==> config.mk <==
export PLATFORM = sky130hd
export DESIGN_NAME = mux_4x1_rr_arbiter
export DESIGN_NICKNAME = d
export VERILOG_FILES = /design/src/rtl/mux_arb_pkg.sv /design/src/rtl/mux_4x1_dp.sv /design/src/rtl/mux_4x1_rr_arbiter.sv
export SDC_FILE = /design/constraint.sdc
export NUM_CORES = 1
export LEC_CHECK = 0
export CAP_MARGIN = 5
export CORE_MARGIN = 4
export CORE_UTILIZATION = 46
export DETAILED_ROUTE_END_ITERATION = 7
export PLACE_DENSITY = 0.73
export SYNTH_ARGS = -nofsm -noshare
export SYNTH_HDL_FRONTEND = slang
export SYNTH_SLANG_ARGS = --single-unit
==> constraint.sdc <==
create_clock -name clk -period 2 [get_ports clk]
set_input_delay 0.6 -clock clk [delete_from_list [all_inputs] [get_ports clk]]
set_output_delay 0.6 -clock clk [all_outputs]
set_load 0.02 [all_outputs]
==> src/rtl/mux_arb_pkg.sv <==
// Shared types and helpers for the 4-requester round-robin mux arbiter:
// state encoding, arbitration result struct, rotating priority scan.
package mux_arb_pkg;

    localparam int N_REQ = 4;
    localparam int SEL_W = 2;

    typedef enum logic {
        IDLE  = 1'b0,
        GRANT = 1'b1
    } arb_state_t;

    typedef struct packed {
        logic             found;
        logic [SEL_W-1:0] idx;
    } rr_pick_t;

    // First set request scanning from last_ptr+1 upward, wrapping 3->0.
    // The loop runs furthest-first so the nearest candidate is written last.
    function automatic rr_pick_t rr_pick(input logic [N_REQ-1:0] req,
                                         input logic [SEL_W-1:0] last_ptr);
        rr_pick_t         res;
        logic [SEL_W-1:0] cand;
        res = '0;
        for (int i = N_REQ; i >= 1; i--) begin
            cand = last_ptr + SEL_W'(i);
            if (req[cand]) begin
                res.found = 1'b1;
                res.idx   = cand;
            end
        end
        return res;
    endfunction

    function automatic logic [N_REQ-1:0] to_onehot(input logic [SEL_W-1:0] idx);
        return N_REQ'(1) << idx;
    endfunction

endpackage

==> src/rtl/mux_4x1_dp.sv <==
// Shared 4:1 WIDTH-bit multiplexer; purely combinational, select comes
// from the arbiter's select register.
module mux_4x1_dp #(
    parameter int WIDTH = 1
) (
    input  logic [1:0]       i_sel,
    input  logic [WIDTH-1:0] i_d0,
    input  logic [WIDTH-1:0] i_d1,
    input  logic [WIDTH-1:0] i_d2,
    input  logic [WIDTH-1:0] i_d3,
    output logic [WIDTH-1:0] o_y
);

    always_comb begin
        o_y = i_d0;
        case (i_sel)
            2'd0: o_y = i_d0;
            2'd1: o_y = i_d1;
            2'd2: o_y = i_d2;
            2'd3: o_y = i_d3;
            default: o_y = i_d0;
        endcase
    end

endmodule

==> src/rtl/mux_4x1_rr_arbiter.sv <==
// Round-robin arbiter sharing one 4:1 mux between requesters a..d, with a
// per-grant hold limit. Define MUX_ARB_LOCK_EN to add the lock input.
module mux_4x1_rr_arbiter
    import mux_arb_pkg::*;
#(
    parameter int WIDTH    = 1,
    parameter int MAX_HOLD = 4   // must be >= 1
) (
    input  logic             clk,
    input  logic             rst,
    input  logic [3:0]       req,
    input  logic [WIDTH-1:0] a,
    input  logic [WIDTH-1:0] b,
    input  logic [WIDTH-1:0] c,
    input  logic [WIDTH-1:0] d,
`ifdef MUX_ARB_LOCK_EN
    input  logic             lock,
`endif
    output logic [3:0]       grant,
    output logic [1:0]       select,
    output logic [WIDTH-1:0] out,
    output logic             out_valid,
    output arb_state_t       dbg_state
);

    localparam int                CNT_W    = $clog2(MAX_HOLD + 1);
    localparam logic [CNT_W-1:0]  HOLD_MAX = CNT_W'(MAX_HOLD);
    localparam logic [CNT_W-1:0]  HOLD_ONE = CNT_W'(1);

    // Output contract: out_valid marks the cycles in which out carries the
    // granted requester's data; grant[select] equals out_valid and out is
    // zero whenever out_valid is low. There is no ready/backpressure.
    arb_state_t       r_state;
    logic [CNT_W-1:0] r_hold_cnt;
    logic [SEL_W-1:0] r_last_ptr;
    logic [N_REQ-1:0] r_grant;
    logic [SEL_W-1:0] r_select;
    logic             r_valid;

    logic             w_lock;
    rr_pick_t         w_pick_idle;
    rr_pick_t         w_pick_next;
    logic [WIDTH-1:0] w_mux;

`ifdef MUX_ARB_LOCK_EN
    assign w_lock = lock;
`else
    assign w_lock = 1'b0;
`endif

    assign w_pick_idle = rr_pick(req, r_last_ptr);
    // Excluding the current owner makes one scan serve both release and preempt.
    assign w_pick_next = rr_pick(req & ~to_onehot(r_select), r_select);

    always_ff @(posedge clk) begin
        if (rst) begin
            r_state    <= IDLE;
            r_hold_cnt <= '0;
            r_last_ptr <= 2'd3;
            r_grant    <= '0;
            r_select   <= '0;
            r_valid    <= 1'b0;
        end else begin
            case (r_state)
                IDLE: begin
                    if (w_pick_idle.found) begin
                        r_state    <= GRANT;
                        r_grant    <= to_onehot(w_pick_idle.idx);
                        r_select   <= w_pick_idle.idx;
                        r_valid    <= 1'b1;
                        r_hold_cnt <= HOLD_ONE;
                    end else begin
                        r_grant    <= '0;
                        r_select   <= '0;
                        r_valid    <= 1'b0;
                        r_hold_cnt <= '0;
                    end
                end
                GRANT: begin
                    if (!req[r_select]) begin
                        r_last_ptr <= r_select;
                        if (w_pick_next.found) begin
                            r_grant    <= to_onehot(w_pick_next.idx);
                            r_select   <= w_pick_next.idx;
                            r_hold_cnt <= HOLD_ONE;
                        end else begin
                            r_state    <= IDLE;
                            r_grant    <= '0;
                            r_select   <= '0;
                            r_valid    <= 1'b0;
                            r_hold_cnt <= '0;
                        end
                    end else if (r_hold_cnt == HOLD_MAX) begin
                        if (w_lock) begin
                            r_hold_cnt <= HOLD_MAX;
                        end else if (w_pick_next.found) begin
                            r_last_ptr <= r_select;
                            r_grant    <= to_onehot(w_pick_next.idx);
                            r_select   <= w_pick_next.idx;
                            r_hold_cnt <= HOLD_ONE;
                        end else begin
                            r_hold_cnt <= HOLD_ONE;
                        end
                    end else begin
                        r_hold_cnt <= r_hold_cnt + HOLD_ONE;
                    end
                end
                default: begin
                    r_state    <= IDLE;
                    r_grant    <= '0;
                    r_select   <= '0;
                    r_valid    <= 1'b0;
                    r_hold_cnt <= '0;
                end
            endcase
        end
    end

    mux_4x1_dp #(.WIDTH(WIDTH)) u_dp (
        .i_sel (r_select),
        .i_d0  (a),
        .i_d1  (b),
        .i_d2  (c),
        .i_d3  (d),
        .o_y   (w_mux)
    );

    assign grant     = r_grant;
    assign select    = r_select;
    assign out_valid = r_valid;
    assign out       = r_valid ? w_mux : '0;
    assign dbg_state = r_state;

endmodule

==> out/metrics.cfg, run 1 <==
[sta]
relSlewSlack_pct=74.23
rsz0062_at_grt=true
fin_ws_ns=-0.1481
clock.fmax_mhz=465.5
final_hold_viol_count=0
worst_pin_slew_ns=0.3825
tns_ns=-0.2570
finalSetupViolations=3
finalHoldWorstSlack_ns=0.4998
finClkSkew_ns=0.005903
slew_viol_final=0
min_period_over_period_pct=107.4
min_period_ns=2.148

[critical_path]
critPathLaunchType=flip-flop
cp_max_fo=4
cp.arrival_ns=1.55
worstPathRequired_ns=1.40
crit_type=reg2out
cp-end-kind=primary output

[drt]
ant_nets=0
first_pass_iters=4
routed_wl_um=3166
vias=1074
drtIter0Drc=23
viasPerCell=5.594
route.detailed.drc=0
wire_per_inst_um=16.49

[logic_synthesis]
synth_seq_cells=13
avgSynthCellArea_um2=8.902
synth_cell_types=44
synthCells=113
synth_area_um2=1006
yosys_warnings=0
synth_nets=129
yosysSeqAreaShare_pct=25.87

[finish]
area_growth_pct=59.70
drive_gt1_share_pct=43.03
fin_area_um2=1607
n_antenna_cell=0
mostFrequentLayoutCell=buf_4
final_cell_mix=buf_4 (29), dfxtp_1 (11), clkdlybuf4s50_1 (8)
fillers=125
fin_nets=182

[clock_tree]
clock_latency_ns=0.29
cts.reportedPaths.clkPinSlew_ns=0.09
htree_levels=1
clockBufferDepth=2
cts-root-buf=clkbuf_4
cts_tree=done
clock_sinks=13
cts_made_buffers=3

[worst_hold_path]
holdCritPathClass=reg2reg

[floorplanning]
dieWidth_um=54.77
coreArea_um2=2022
die_h_um=54.77
num_io_pins=19
dieArea_um2=2999
rows=16
start_util_pct=49.75

[status]
status=complete, but fails checks
violations=setup timing

[power_and_ir_drop]
irDropWorstVdd_v=0.0005614
powerDensity_nw_per_um2=760.8
p_total_mw=1.222
p_leak_nw=0.6862

[grt]
grt_overflow=0
grt.total_usage_pct=22.20
grt_pass1_wl_um=4657
antenna_found_initial=0
grt_pass1_vias=984
grt_start_max_net_pins=11

[place]
placed_area_um2=1434
gp_congestion=0.8286
io_buffers=18
pre_cts_slack_ns=-0.7475
place_hpwl_um=2173

[run]
max_cap_viol_count=0

[state kept, by name (all words and copies together), names as in the netlist]
signal	count
dbg_state	1
grant	4
out_valid	1
r_hold_cnt	3
r_last_ptr	2
select	2
[power by group]
| part | total (mW) | switching (mW) | internal (mW) | leakage [nW] |
|---|---|---|---|---|
| clock | 0.173 | 0.0953 | 0.0777 | 0.0150 |
| sequential | 0.320 | 0.0272 | 0.292 | 0.108 |
| combinational | 0.730 | 0.358 | 0.372 | 0.563 |
[critical path, stage by stage, from the launching register on]
cell	delay [ns]
dfxtp_4	0.37
ha_2	0.19
a222oi_1	0.32
o21ai_1	0.11
and2_4	0.15
buf_6	0.12
[through the flow]
| stage | utilization (%) | std cells |
|---|---|---|
| 2_1_floorplan | - | 113 |
| 3_5_place_dp | 70.92 | 185 |
| 4_1_cts | 75.06 | 190 |
| 6_report | 79.46 | 192 |
| 3_3_place_gp | 70.92 | 185 |
| 5_1_grt | 79.46 | 192 |
[synth_stat cells, drive strengths merged]
| master | n | area share [%] |
|---|---|---|
| nand4 | 1 | 0.62 |
| and2 | 3 | 2.1 |
| inv | 9 | 3.4 |
| a21oi | 5 | 2.5 |
| a2111oi | 1 | 2.7 |
| ha | 6 | 7.5 |
| nand2b | 5 | 3.9 |
| a41oi | 1 | 0.87 |
| o21ba | 1 | 1.0 |
| or2b | 2 | 1.5 |
| o211ai | 3 | 2.7 |
| a21o | 2 | 1.5 |
| a22oi | 4 | 3.0 |
| a211oi | 4 | 3.5 |
| and4 | 1 | 0.87 |
| o31ai | 2 | 2.9 |
| mux4 | 1 | 2.2 |
| o21ai | 7 | 3.5 |
| or3b | 2 | 2.0 |
| a222oi | 1 | 1.0 |
| o21a | 2 | 1.5 |
| nand3 | 1 | 0.50 |
| nand2 | 9 | 3.4 |
| or4b | 1 | 1.0 |
| dfxtp | 13 | 26 |
| nand3b | 2 | 1.5 |
| nor2 | 4 | 2.2 |
| nor2b | 2 | 1.2 |
| and3 | 1 | 0.62 |
| nor3 | 4 | 2.0 |
| nor3b | 3 | 2.2 |
| o22ai | 5 | 4.4 |
| clkbuf | 1 | 0.37 |
| a221oi | 1 | 1.5 |
| and3b | 3 | 2.6 |
[layer usage]
layer  GRT usage, %  wire length [um]  up-vias  part of all wire (%)
met5              0                 0        -                     0
met3          3.542                98        7                   3.1
li1               -                 -      531                     -
met4          9.959                73        0                   2.3
met1          29.37              1457      506                    46
met2          35.04              1537       30                    49
[timing repair]
action | in CTS | in global routing
pin swaps | 7 | 10
setup buffers | 1 | 2
endpoints found under the setup margin | 10 | 12
hold buffers | 0 | 0
gates resized for setup | 28 | 16
[worst paths after layout]
check | startpoint | to | slack [ns] | depth (start not counted)
worst max-delay path | select[0]$_SDFFE_PP0P_ | out | -0.15 | 5
worst min-delay path | out_valid$_SDFFE_PP0P_ | out_valid$_SDFFE_PP0P_ | 0.50 | 2
worst max register to register | select[0]$_SDFFE_PP0P_ | select[0]$_SDFFE_PP0P_ | -0.05 | 8
worst min register to register | out_valid$_SDFFE_PP0P_ | out_valid$_SDFFE_PP0P_ | 0.50 | 2
[area by class of cell]
cell class / count / area, um2 / share of cell area (%)
Timing Repair Buffer: 49 / 417.9 / 26.01
Clock buffer: 4 / 26.28 / 1.636
Multi-Input combinational cell: 90 / 827.0 / 51.48
Tap cell: 27 / 33.78 / 2.103
Sequential cell: 13 / 267.8 / 16.67
Inverter: 9 / 33.78 / 2.103
[logic make-up (layout without fill, tap and decap cells)]
group | after synthesis | in the layout | synth area share (%)
compound gates | 39 | 39 | 32.46
fa+ha+maj | 6 | 6 | 7.462
buf+inv | 10 | 62 | 3.731
flops | 13 | 13 | 25.87
mux | 1 | 1 | 2.239
simple gates | 44 | 44 | 28.23
Note: power is estimated with default switching activity, not from simulation.
==> inputs of run 2 (changes only) <==
- CORE_UTILIZATION: 46 -> 35
- PLACE_DENSITY: 0.73 -> 0.58
==> run 2 against run 1 <==
Effect of this change:
- the run still ends with setup timing left
- critical path depth grew 1
- count of clock-buffer cells in the layout did not move
- register-to-register slack better by 0.02 ns
- utilization is 22 points lower
- cell area fell by 1.6%
- cell count grew 1.0%
- worst setup slack improved by 0.025 ns
- power fell by 2.3%
- worst hold slack gained 0.0077 ns
- die area grew 27%
- flip-flop and latch count stayed put
- sequential power grew 3%
- critical path type unchanged
- highest routed layer unchanged
==> out/metrics.cfg, run 2 (synthesized netlist as in run 1, its figures left out) <==
[status]
status=complete, but fails checks  ; unchanged
violations=setup timing  ; unchanged

[grt]
grt_overflow=0  ; unchanged
grt_pass1_vias=1084  ; was 984
grt_start_max_net_pins=11  ; unchanged
grt.total_usage_pct=16.94  ; was 22.20%
grt_pass1_wl_um=4650  ; was 4657 um
antenna_found_initial=0  ; unchanged

[sta]
rsz0062_at_grt=true  ; unchanged
finalSetupViolations=3  ; unchanged
slew_viol_final=0  ; unchanged
clock.fmax_mhz=471.0  ; was 465.5 MHz
tns_ns=-0.1554  ; was -0.2570 ns
relSlewSlack_pct=78.12  ; was 74.23%
finClkSkew_ns=0.002043  ; was 0.005903 ns
min_period_over_period_pct=106.2  ; was 107.4%
worst_pin_slew_ns=0.3282  ; was 0.3825 ns
min_period_ns=2.123  ; was 2.148 ns
final_hold_viol_count=0  ; unchanged
fin_ws_ns=-0.1233  ; was -0.1481 ns
finalHoldWorstSlack_ns=0.5075  ; was 0.4998 ns

[clock_tree]
cts_tree=done  ; unchanged
cts-root-buf=clkbuf_4  ; unchanged
cts.reportedPaths.clkPinSlew_ns=0.08  ; was 0.09 ns
clockBufferDepth=2  ; unchanged
cts_made_buffers=3  ; unchanged
clock_sinks=13  ; unchanged
clock_latency_ns=0.28  ; was 0.29 ns
htree_levels=1  ; unchanged

[drt]
wire_per_inst_um=15.41  ; was 16.49 um
drtIter0Drc=23  ; unchanged
viasPerCell=5.619  ; was 5.594
ant_nets=0  ; unchanged
routed_wl_um=2989  ; was 3166 um
route.detailed.drc=0  ; unchanged
first_pass_iters=4  ; unchanged
vias=1090  ; was 1074

[finish]
mostFrequentLayoutCell=buf_4  ; unchanged
drive_gt1_share_pct=39.88  ; was 43.03%
n_antenna_cell=0  ; unchanged
fin_nets=180  ; was 182
area_growth_pct=57.09  ; was 59.70%
largest_reg_flops=4  ; unchanged
final_cell_mix=buf_4 (28), dfxtp_1 (11), dlygate4sd2_1 (10)  ; was buf_4 (29), dfxtp_1 (11), clkdlybuf4s50_1 (8)
fillers=251  ; was 125

[floorplanning]
coreArea_um2=2758  ; was 2022 um2
die_h_um=61.61  ; was 54.77 um
num_io_pins=19  ; unchanged
rows=19  ; was 16
dieWidth_um=61.61  ; was 54.77 um
dieArea_um2=3796  ; was 2999 um2
start_util_pct=36.48  ; was 49.75%

[critical_path]
crit_type=reg2out  ; unchanged
cp-end-kind=primary output  ; unchanged
cp_max_fo=4  ; unchanged
worstPathRequired_ns=1.40  ; about the same
critPathLaunchType=flip-flop  ; unchanged
cp.arrival_ns=1.52  ; was 1.55 ns

[power_and_ir_drop]
irDropWorstVdd_v=0.0005422  ; was 0.0005614 V
powerDensity_nw_per_um2=755.8  ; was 760.8 nW/um2
p_leak_nw=0.6572  ; was 0.6862 nW

[worst_hold_path]
holdCritPathClass=reg2reg  ; unchanged

[place]
gp_congestion=0.8149  ; was 0.8286
io_buffers=18  ; unchanged
place_hpwl_um=2193  ; was 2173 um

[run]
max_cap_viol_count=0  ; unchanged

-- run 2: path summary, 6_finish.rpt --
kind,slack [ns],start,endpoint,cells past startpoint
setup / recovery,-0.12,select[0]$_SDFFE_PP0P_,out,6
hold / removal,0.51,out_valid$_SDFFE_PP0P_,out_valid$_SDFFE_PP0P_,2
hold reg to reg,0.51,out_valid$_SDFFE_PP0P_,out_valid$_SDFFE_PP0P_,2
setup reg to reg,-0.03,select[0]$_SDFFE_PP0P_,select[0]$_SDFFE_PP0P_,8
-- run 2: final cells by class --
class / instances / area, um2 / area share [%]
multi-input combinational: 90 / 820.8 / 51.94
timing repair buffer: 47 / 390.4 / 24.70
sequential: 13 / 267.8 / 16.94
tap: 31 / 38.79 / 2.454
inverter: 9 / 36.28 / 2.296
clock buffer: 4 / 26.28 / 1.663
-- run 2: per-layer routing --
layer  track usage (%)  part of all wire (%)  vias up
met1             19.95                    44      523
met3             4.822                   4.1       11
met2             27.35                    48       29
met5                 0                     0        -
li1                  -                     -      527
met4             9.697                   3.2        0
-- run 2: worst max-delay path, cell delays in order, from the launching register on --
cell and delay, ns:
dfxtp_4 0.40, inv_4 0.05, ha_4 0.15, a222oi_1 0.28, o21ai_1 0.09, and2_1 0.15
buf_6 0.13
-- run 2: per-stage QoR --
step | setup slack [ns] | power [mW] | util, % | instances | cell area, um2
2_1_floorplan | 0.006790 | 0.6605 | - | 113 | 1013
3_3_place_gp | -0.6981 | 0.9014 | 51.36 | 186 | 1416
3_5_place_dp | -0.7443 | 0.9099 | 51.36 | 186 | 1416
4_1_cts | -0.1531 | 1.113 | 53.99 | 192 | 1489
5_1_grt | -0.1945 | 1.277 | 57.30 | 194 | 1580
6_report | -0.1233 | 1.194 | 57.30 | 194 | 1580
-- run 2: where the power goes --
| group | leakage, nW | total, mW | switching (mW) | internal [mW] |
|---|---|---|---|---|
| combinational | 0.534 | 0.697 | 0.337 | 0.361 |
| sequential | 0.108 | 0.330 | 0.0371 | 0.293 |
| clock | 0.0150 | 0.167 | 0.0897 | 0.0776 |
| total | 0.657 | 1.19 | 0.463 | 0.731 |
-- run 2: what timing repair did --
| action | CTS | global route |
|---|---|---|
| hold buffers | 0 | 0 |
| resized for setup | 27 | 14 |
| setup endpoints to repair | 12 | 6 |
| setup buffers | 5 | 2 |
| pin swaps | 9 | 7 |
==> inputs of run 3 (changes only) <==
- clock period: 2 -> 1.8 ns (I/O delays scaled with it)
==> run 3 against run 2 <==
Effect of this change:
- the run still ends with setup timing left
- flip-flop and latch count stayed put
- clock power is 6% higher
- largest cell class unchanged
- wire length is 2.6% lower
- critical path depth is 1 lower
- worst hold slack worse by 0.016 ns
- cell count is 0.52% lower
- power is 9.3% higher
- worst setup slack worse by 0.13 ns
- count of clock-buffer cells in the layout stayed put
==> out/metrics.cfg, run 3 (synthesized netlist as in run 1, its figures left out) <==
[status]
status=complete, but fails checks  ; unchanged
violations=setup timing  ; unchanged

[sta]
rsz0062_at_grt=true  ; unchanged
worst_pin_slew_ns=0.3054  ; was 0.3282 ns
clock.fmax_mhz=486.0
relSlewSlack_pct=79.60  ; was 78.12%
finalSetupViolations=7  ; was 3
min_period_ns=2.058
slew_viol_final=0  ; unchanged
finClkSkew_ns=0.002464  ; was 0.002043 ns
fin_ws_ns=-0.2577  ; was -0.1233 ns
final_hold_viol_count=0  ; unchanged
min_period_over_period_pct=114.3

[drt]
top_layer_used=met4  ; unchanged
ant_nets=0  ; unchanged
routed_wl_um=2912  ; was 2989 um
vias=1068  ; was 1090
viasPerCell=5.534  ; was 5.619
wire_per_inst_um=15.09  ; was 15.41 um
first_pass_iters=4  ; unchanged
drtIter0Drc=32  ; was 23
wl_met3_um=181  ; was 124 um
wl_met2_um=1498  ; was 1441 um
route.detailed.drc=0  ; unchanged
routedLengthMet1_um=1221  ; was 1326 um

[critical_path]
cpLargestDelayFamily=compound AO/OA/AOI/OAI gates  ; was flip-flops
worstPathCellList=ha_4 -> a222oi_1 -> o21ai_1 -> and2_1 -> buf_6  ; was inv_4 -> ha_4 -> a222oi_1 -> o21ai_1 -> and2_1 -> buf_6
crit_type=reg2out  ; unchanged
worstPathRequired_ns=1.26  ; was 1.40 ns
cp-end-kind=primary output  ; unchanged
cp_max_fo=4  ; unchanged
critPathLaunchType=flip-flop  ; unchanged
slowest_delay_ns=0.38  ; was 0.40 ns
path_buf_inv=1  ; was 2
reg2reg_slack_ns=-0.24  ; was -0.03 ns
crit_path_top_delay_cell=dfxtp_4  ; unchanged
cp.arrival_ns=1.52  ; about the same

[finish]
final_cell_mix=buf_4 (26), dfxtp_1 (11), dlygate4sd2_1 (9)  ; was buf_4 (28), dfxtp_1 (11), dlygate4sd2_1 (10)
finish.utilization_pct=57.35  ; was 57.30%
mostFrequentLayoutCell=buf_4  ; unchanged
fillers=251  ; unchanged
drive_gt1_share_pct=40.74  ; was 39.88%
post_layout_nonfiller_instances=193  ; was 194
largest_reg_flops=4  ; unchanged
n_antenna_cell=0  ; unchanged
fin_nets=179  ; was 180
area_growth_pct=57.21  ; was 57.09%

[grt]
grt_start_max_net_pins=11  ; unchanged
grt.total_usage_pct=16.67  ; was 16.94%
grt_overflow=0  ; unchanged
antenna_found_initial=0  ; unchanged
grt_pass1_vias=1065  ; was 1084
grt_pass1_wl_um=4754  ; was 4650 um

[clock_tree]
cts_tree=done  ; unchanged
cts.reportedPaths.clkPinSlew_ns=0.07  ; was 0.08 ns
clockBufferDepth=2  ; unchanged
hold_buffers=0  ; unchanged
clock_latency_ns=0.27  ; was 0.28 ns
cts_made_buffers=3  ; unchanged
clock_sinks=13  ; unchanged
cts-root-buf=clkbuf_4  ; unchanged
htree_levels=1  ; unchanged

[place]
post-place-cells=187  ; was 186
gp_congestion=0.8111  ; was 0.8149
place_hpwl_um=2198  ; was 2193 um
io_buffers=18  ; unchanged

[power_and_ir_drop]
irDropWorstVdd_v=0.0006215  ; was 0.0005422 V
powerDensity_nw_per_um2=825.1  ; was 755.8 nW/um2
p_leak_nw=0.7151  ; was 0.6572 nW

[floorplanning]
coreArea_um2=2758  ; unchanged
rows=19  ; unchanged
start_util_pct=36.48  ; unchanged
dieArea_um2=3796  ; unchanged
num_io_pins=19  ; unchanged
dieWidth_um=61.61  ; unchanged
die_h_um=61.61  ; unchanged

[run]
max_cap_viol_count=0  ; unchanged

[worst_hold_path]
holdCritPathClass=reg2reg  ; unchanged

run 3: worst paths after layout:
kind | end | startpoint | cells after the start
max | out | select[0]$_SDFFE_PP0P_ | 5
min reg2reg | out_valid$_SDFFE_PP0P_ | out_valid$_SDFFE_PP0P_ | 2
max reg2reg | select[0]$_SDFFE_PP0P_ | select[0]$_SDFFE_PP0P_ | 8
min | out_valid$_SDFFE_PP0P_ | out_valid$_SDFFE_PP0P_ | 2
run 3: layer usage:
layer | GRT usage, % | up-vias
li1 | - | 527
met1 | 20.18 | 505
met2 | 29.90 | 34
met3 | 3.145 | 2
met4 | 4.545 | 0
met5 | 0 | -
run 3: per-stage QoR:
stage | worst slack [ns] | power (mW) | hold WS [ns] | cell area, um2 | setup TNS (ns)
after floorplan | -0.05192 | 0.7676 | 0.4670 | 1049 | -0.07727
after global placement | -0.7679 | 1.041 | 0.4788 | 1459 | -6.246
after detailed placement | -0.8153 | 1.052 | 0.4863 | 1459 | -6.451
after CTS | -0.3136 | 1.295 | 0.4974 | 1546 | -1.431
after global routing | -0.3469 | 1.396 | 0.5249 | 1582 | -2.015
final | -0.2577 | 1.305 | 0.4912 | 1582 | -1.309
run 3: worst register-to-register path, delay by kind of cell, from the launching register on:
kind | cells | cell delay [ns]
flip-flops | 1 | 0.40
AND/OR/NAND/NOR | 1 | 0.38
AO/OA/AOI/OAI | 4 | 0.81
adder cells (fa/ha/maj) | 1 | 0.15
buffers and inverters | 2 | 0.18
run 3: area by class of cell:
cell class / instances / area [um2] / area share (%)
Clock buffer: 4 / 26.28 / 1.661
Inverter: 9 / 38.79 / 2.453
Multi-Input combinational cell: 90 / 812.0 / 51.34
Sequential cell: 13 / 267.8 / 16.93
Tap cell: 31 / 38.79 / 2.453
Timing Repair Buffer: 46 / 397.9 / 25.16
run 3: timing repair:
| action | CTS | global route |
|---|---|---|
| endpoints found under the setup margin | 14 | 16 |
| buffers inserted | 2 | 0 |
| gates cloned | 0 | 0 |
| pin swaps | 11 | 7 |
| gates resized for setup | 29 | 10 |
run 3: report_power, final:
| part | switching [mW] | internal (mW) |
|---|---|---|
| sequential | 0.0351 | 0.325 |
| combinational | 0.372 | 0.395 |
| clock | 0.0915 | 0.0858 |
| total | 0.499 | 0.806 |
